--- src/rtl/dsp_mac_pipe.sv ---
// Four-stage signed multiply-accumulate slice: pre-adder, multiplier, saturating post-adder.
// One global advance enable stalls every stage together under output back-pressure.
module dsp_mac_pipe #(
  parameter int unsigned A_WIDTH = 18,
  parameter int unsigned B_WIDTH = 18,
  parameter int unsigned P_WIDTH = 48,
  parameter bit          SAT_EN  = 1'b1
) (
  input  logic                      clk,
  input  logic                      RSTN,
  input  logic                      in_valid,
  output logic                      in_ready,
  input  logic signed [A_WIDTH-1:0] A,
  input  logic signed [B_WIDTH-1:0] B,
  input  logic signed [B_WIDTH-1:0] D,
  input  logic signed [P_WIDTH-1:0] C,
  input  logic        [4:0]         OPMODE,
  output logic                      out_valid,
  input  logic                      out_ready,
  output logic signed [P_WIDTH-1:0] P,
  output logic                      OVF
);

  localparam int unsigned XW = B_WIDTH + 1;
  localparam int unsigned MW = A_WIDTH + B_WIDTH + 1;
  localparam int unsigned RW = P_WIDTH + 1;

  localparam logic signed [P_WIDTH-1:0] PMax = {1'b0, {(P_WIDTH-1){1'b1}}};
  localparam logic signed [P_WIDTH-1:0] PMin = {1'b1, {(P_WIDTH-1){1'b0}}};

  logic en;

  // Stage 1: input capture
  logic                      s1_valid_q;
  logic signed [A_WIDTH-1:0] s1_a_q;
  logic signed [B_WIDTH-1:0] s1_b_q;
  logic signed [B_WIDTH-1:0] s1_d_q;
  logic signed [P_WIDTH-1:0] s1_c_q;
  logic        [4:0]         s1_op_q;

  // Stage 2: pre-adder result; op carries only {post_sub, zsel}
  logic                      s2_valid_q;
  logic signed [A_WIDTH-1:0] s2_a_q;
  logic signed [XW-1:0]      s2_x_q;
  logic signed [XW-1:0]      s2_x_d;
  logic signed [P_WIDTH-1:0] s2_c_q;
  logic        [2:0]         s2_op_q;

  // Stage 3: product
  logic                      s3_valid_q;
  logic signed [MW-1:0]      s3_m_q;
  logic signed [MW-1:0]      s3_m_d;
  logic signed [P_WIDTH-1:0] s3_c_q;
  logic        [2:0]         s3_op_q;

  // Stage 4: result / accumulator
  logic                      s4_valid_q;
  logic signed [P_WIDTH-1:0] p_q;
  logic signed [P_WIDTH-1:0] p_d;
  logic                      ovf_q;
  logic                      ovf_d;

  assign en        = !s4_valid_q || out_ready;
  assign in_ready  = en;
  assign out_valid = s4_valid_q;
  assign P         = p_q;
  assign OVF       = ovf_q;

  always_ff @(posedge clk or negedge RSTN) begin
    if (!RSTN) begin
      s1_valid_q <= 1'b0;
      s1_a_q     <= '0;
      s1_b_q     <= '0;
      s1_d_q     <= '0;
      s1_c_q     <= '0;
      s1_op_q    <= '0;
    end else if (en) begin
      s1_valid_q <= in_valid;
      if (in_valid) begin
        s1_a_q  <= A;
        s1_b_q  <= B;
        s1_d_q  <= D;
        s1_c_q  <= C;
        s1_op_q <= OPMODE;
      end
    end
  end

  // Pre-adder is one bit wider than B/D so D+-B never wraps.
  always_comb begin
    logic signed [XW-1:0] b_ext;
    logic signed [XW-1:0] d_ext;
    b_ext = {s1_b_q[B_WIDTH-1], s1_b_q};
    d_ext = {s1_d_q[B_WIDTH-1], s1_d_q};
    s2_x_d = b_ext;
    if (s1_op_q[0]) begin
      s2_x_d = s1_op_q[1] ? (d_ext - b_ext) : (d_ext + b_ext);
    end
  end

  always_ff @(posedge clk or negedge RSTN) begin
    if (!RSTN) begin
      s2_valid_q <= 1'b0;
      s2_a_q     <= '0;
      s2_x_q     <= '0;
      s2_c_q     <= '0;
      s2_op_q    <= '0;
    end else if (en) begin
      s2_valid_q <= s1_valid_q;
      if (s1_valid_q) begin
        s2_a_q  <= s1_a_q;
        s2_x_q  <= s2_x_d;
        s2_c_q  <= s1_c_q;
        s2_op_q <= s1_op_q[4:2];
      end
    end
  end

  always_comb begin
    logic signed [MW-1:0] a_ext;
    logic signed [MW-1:0] x_ext;
    a_ext  = {{(MW-A_WIDTH){s2_a_q[A_WIDTH-1]}}, s2_a_q};
    x_ext  = {{(MW-XW){s2_x_q[XW-1]}}, s2_x_q};
    s3_m_d = a_ext * x_ext;
  end

  always_ff @(posedge clk or negedge RSTN) begin
    if (!RSTN) begin
      s3_valid_q <= 1'b0;
      s3_m_q     <= '0;
      s3_c_q     <= '0;
      s3_op_q    <= '0;
    end else if (en) begin
      s3_valid_q <= s2_valid_q;
      if (s2_valid_q) begin
        s3_m_q  <= s3_m_d;
        s3_c_q  <= s2_c_q;
        s3_op_q <= s2_op_q;
      end
    end
  end

  // Post-adder evaluated one bit wider than P; top two bits disagreeing means overflow.
  always_comb begin
    logic signed [RW-1:0] m_ext;
    logic signed [RW-1:0] z;
    logic signed [RW-1:0] r;
    m_ext = {{(RW-MW){s3_m_q[MW-1]}}, s3_m_q};
    z     = '0;
    unique case (s3_op_q[1:0])
      2'b01:   z = {s3_c_q[P_WIDTH-1], s3_c_q};
      2'b10:   z = {p_q[P_WIDTH-1], p_q};
      default: z = '0;
    endcase
    r     = s3_op_q[2] ? (z - m_ext) : (z + m_ext);
    ovf_d = r[RW-1] ^ r[RW-2];
    p_d   = r[P_WIDTH-1:0];
    if (SAT_EN && ovf_d) begin
      p_d = r[RW-1] ? PMin : PMax;
    end
  end

  // P/OVF only move on a real result, so bubbles leave the accumulator intact.
  always_ff @(posedge clk or negedge RSTN) begin
    if (!RSTN) begin
      s4_valid_q <= 1'b0;
      p_q        <= '0;
      ovf_q      <= 1'b0;
    end else if (en) begin
      s4_valid_q <= s3_valid_q;
      if (s3_valid_q) begin
        p_q   <= p_d;
        ovf_q <= ovf_d;
      end
    end
  end

endmodule

--- config.mk ---
export PLATFORM = sky130hd
export DESIGN_NAME = dsp_mac_pipe
export DESIGN_NICKNAME = d
export VERILOG_FILES = /design/src/rtl/dsp_mac_pipe.sv
export SDC_FILE = /design/constraint.sdc
export NUM_CORES = 2
export LEC_CHECK = 0
export BUFFER_PORTS_ARGS = -buffer_cell sky130_fd_sc_hd__buf_2
export CAP_MARGIN = 20
export CORE_UTILIZATION = 64
export DETAILED_ROUTE_END_ITERATION = 10
export MAX_ROUTING_LAYER = met4
export PLACE_DENSITY = 0.79
export SLEW_MARGIN = 20
export SYNTH_ARGS = -nofsm -noshare
export SYNTH_HDL_FRONTEND = slang
export SYNTH_SLANG_ARGS = --single-unit
--- constraint.sdc ---
create_clock -name clk -period 7.15 [get_ports clk]
set_input_delay 1.43 -clock clk [delete_from_list [all_inputs] [get_ports clk]]
set_output_delay 1.43 -clock clk [all_outputs]
set_load 0.005 [all_outputs]
==> results_dict.tcl <==
set metrics [dict create \
    outcome "completed" \
    flow.area_growth_from_synthesis_pct 8.41 \
    synth_top_family_by_area "adder cells" \
    cp-end-kind "flip-flop" \
    summed_negative_setup_slack_over_all_endpoints_ps 0 \
    remaining_design_rule_violation_count 0 \
    rr_worst_depth 18 \
    wl_per_cell_um 20.7 \
    post-synth-top-area-fraction 0.272 \
    clk-insertion-delay-late_ps 560 \
    synth-async-reset-ratio 1.00 \
    drive_gt1_frac 0.140 \
    cts-htree-levels 2 \
    worstSetupStartpoint "s2_x_q[8]" \
    place.port_buffers 161 \
    postRouteWirelength_um 83300 \
    critical_path.max_fanout 11 \
    core_region_area_um2 47600 \
    yosysUniqueCellTypes 74 \
    effective_utilization_at_floorplan 0.648 \
    hold_path_class "reg -> reg" \
    timing_worst_slew_pin_value_ps 1100 \
    ys_dominant_reg_cell "dfrtp_1" \
    synth_fp_nets 3928 \
    firstDrtPassIters 6 \
    worst_ep_arrival_time_ps 7390 \
    worst_setup_path_start_kind "flip-flop" \
    crit-reg2reg-launch "s2_x_q[8]" \
    timing.clock.skew_ps 20.3 \
    worst-setup-path-type "reg -> reg" \
    synth_mux_area_frac 0.0684 \
    critPathRequiredTime_ps 7630 \
    fin_nets 4002 \
    worst-r2r-setup-slack_ps 240 \
    fp.dieH_um 222 \
    grt_antenna_before_repair 5 \
    die_wd_um 222 \
    post_synth.cell_area_avg_um2 9.35 \
    drt-initial-drc-count 1883 \
    number_of_fill_cells_in_the_layout 3649 \
    cts.path.max_buffers 3 \
    maxCapViolations 0 \
    ys_seq_elements 336 \
    synth_enable_flop_cells 0 \
    ys_top_cells_by_count "nand2_1 (527), inv_1 (414), fa_1 (347)" \
    place_congestion 0.986 \
    setup.worst_path.end "s3_m_q[25]" \
    postSynthCellCount 3305 \
    top_usage_layer_grt "met2" \
    die_area_um2 49100 \
    report.final.slew_viol_count 0 \
    finalHoldWorstSlack_ps 465 \
    synth_xor_xnor_area_share 0.0411 \
    setup_viol 0 \
    detail-route-antenna-nets 0 \
    synth_simple_gate_area_share 0.155 \
    clock-root-buffer "clkbuf_16" \
    hpwlAfterDp_um 65300 \
    holdBufCountCts 0 \
    gr-total-overflow 0 \
    grt_pass1_vias 24501 \
    synth.most_common_cell "nand2_1" \
    post_synthesis_share_of_cell_area_spent_on_full_adders_half_adders_and_majority_gates 0.292 \
    yosysWarningCount 0 \
    clock_tree_from_tritoncts "yes" \
    num_io_pins 162 \
    globalRouteMet3Util 0.0555 \
    worst_slew_margin_rel 0.267 \
    via_per_inst 5.94 \
    period_minus_slack_ps 6910 \
    groute.usage.overall 0.358 \
    synth.top_cells.by_area "dfrtp_1 (27%), fa_1 (22%), ha_1 (6.7%)" \
    clk_pin_slew_ps 60 \
    pin_count_of_the_biggest_net_entering_global_routing 172 \
    grt_first_pass_wirelength_um 133000 \
    worst_flop_to_flop_path_endpoint "s3_m_q[25]" \
    synth_compound_gate_area_share 0.0991 \
    grt_setup_unrepaired "false" \
    cts_inserted_buffers 40 \
    fraction_of_the_yosys_area_taken_by_sequential_cells 0.272 \
    synth.largest_area_cell "dfrtp_1" \
    m2_gr_usage 0.557 \
    post_synth_design_cell_area_um2 30900 \
    placement_row_count 80 \
    clock_sinks 336 \
    vias 23927 \
    maxClockFrequency_mhz 145 \
    grtUsageMet1 0.478 \
    layout_worst_path_cycle_share 0.966 \
    report.final.hold_viol_count 0 \
]
[stage by stage]
step,std cells,area (µm²),util,setup slack (ps)
3_3_place_gp,3952,32100,0.675,391
5_1_grt,4029,33500,0.703,1.39
4_1_cts,4025,33500,0.702,232
2_1_floorplan,3305,30900,-,788
6_report,4029,33500,0.703,244
3_5_place_dp,3952,32100,0.675,295
[what timing repair did]
item,4_1_cts,5_1_grt
endpoints found under the setup margin,0,5
buffers inserted,0,0
resized for setup,0,15
[per-layer routing]
layer | wire [µm] | vias to the layer above
met1 | 34800 | 12045
met5 | 0 | -
met3 | 5990 | 203
li1 | - | 10809
met4 | 3400 | 0
met2 | 39100 | 870
[registers in the layout (all words and copies together), names as in the netlist]
| signal | flops |
|---|---|
| s1_b_q | 18 |
| s3_valid_q | 1 |
| s2_c_q | 48 |
| s3_op_q | 3 |
| s2_x_q | 19 |
| s2_a_q | 18 |
| s1_c_q | 48 |
| s3_c_q | 48 |
| s2_op_q | 3 |
| OVF | 1 |
| s1_a_q | 18 |
| out_valid | 1 |
| s1_op_q | 5 |
| P | 48 |
| s3_m_q | 37 |
| s2_valid_q | 1 |
| s1_valid_q | 1 |
| s1_d_q | 18 |
[cell usage in the layout, fill, tap and decap left out, types with 31 or more instances in the layout]
cell	Yosys	layout
a22oi_1	48	48
clkbuf_16	0	40
xor2_1	37	37
a21o_1	43	43
dfrtp_1	336	322
fa_1	347	347
o21ai_1	31	31
o21ai_0	124	124
buf_2	2	160
and2_1	180	179
nand2_1	527	523
inv_1	414	414
buf_4	3	40
ha_1	165	165
a21oi_1	123	123
xnor2_1	108	108
mux2_2	166	166
nor2_1	186	186
[how the worst min path moves through the flow]
stage / startpoint / end / slack [ps] / cells after the start
finish: s1_c_q[46] / s2_c_q[46] / 470 / 2
global placement: s1_c_q[34] / s2_c_q[34] / 440 / 2
floorplan: s1_a_q[0] / s2_a_q[0] / 430 / 2
CTS: s1_a_q[13] / s2_a_q[13] / 470 / 2
global route: s1_a_q[6] / s2_a_q[6] / 490 / 2
detailed placement: s1_a_q[13] / s2_a_q[13] / 450 / 2
[cell type report]
class                   count  area, µm²  area share
multi-input cells        2383      20300       0.605
flip-flops and latches    336       8430       0.252
inverters                 415       1560      0.0465
repair buffers            203       1160      0.0345
clock buffers              51       1090      0.0326
well taps                 615        769      0.0230
clock inverters            22        218     0.00650
diodes                      4       10.0    0.000299
[cells by family after synthesis]
logic type               after synthesis
buffers and inverters                586
AND/OR/NAND/NOR                     1044
AO/OA/AOI/OAI                        493
flip-flops                           336
multiplexers                         189
XOR/XNOR                             145
adder cells (fa/ha/maj)              512
[critical path, stage by stage (launching register included)]
cell	delay, ps
dfrtp_1	740
buf_4	290
nand2_1	90
fa_1	530
inv_1	60
fa_1	490
fa_1	600
fa_1	450
fa_1	490
inv_1	50
fa_1	470
inv_1	40
ha_1	330
nor3b_1	560
a21oi_1	190
o41ai_1	560
a21oi_1	150
or4b_2	640
nand3_1	90
Power is not shown: default switching activity piles up to over one toggle a cycle in this logic, so the estimate is an artifact.
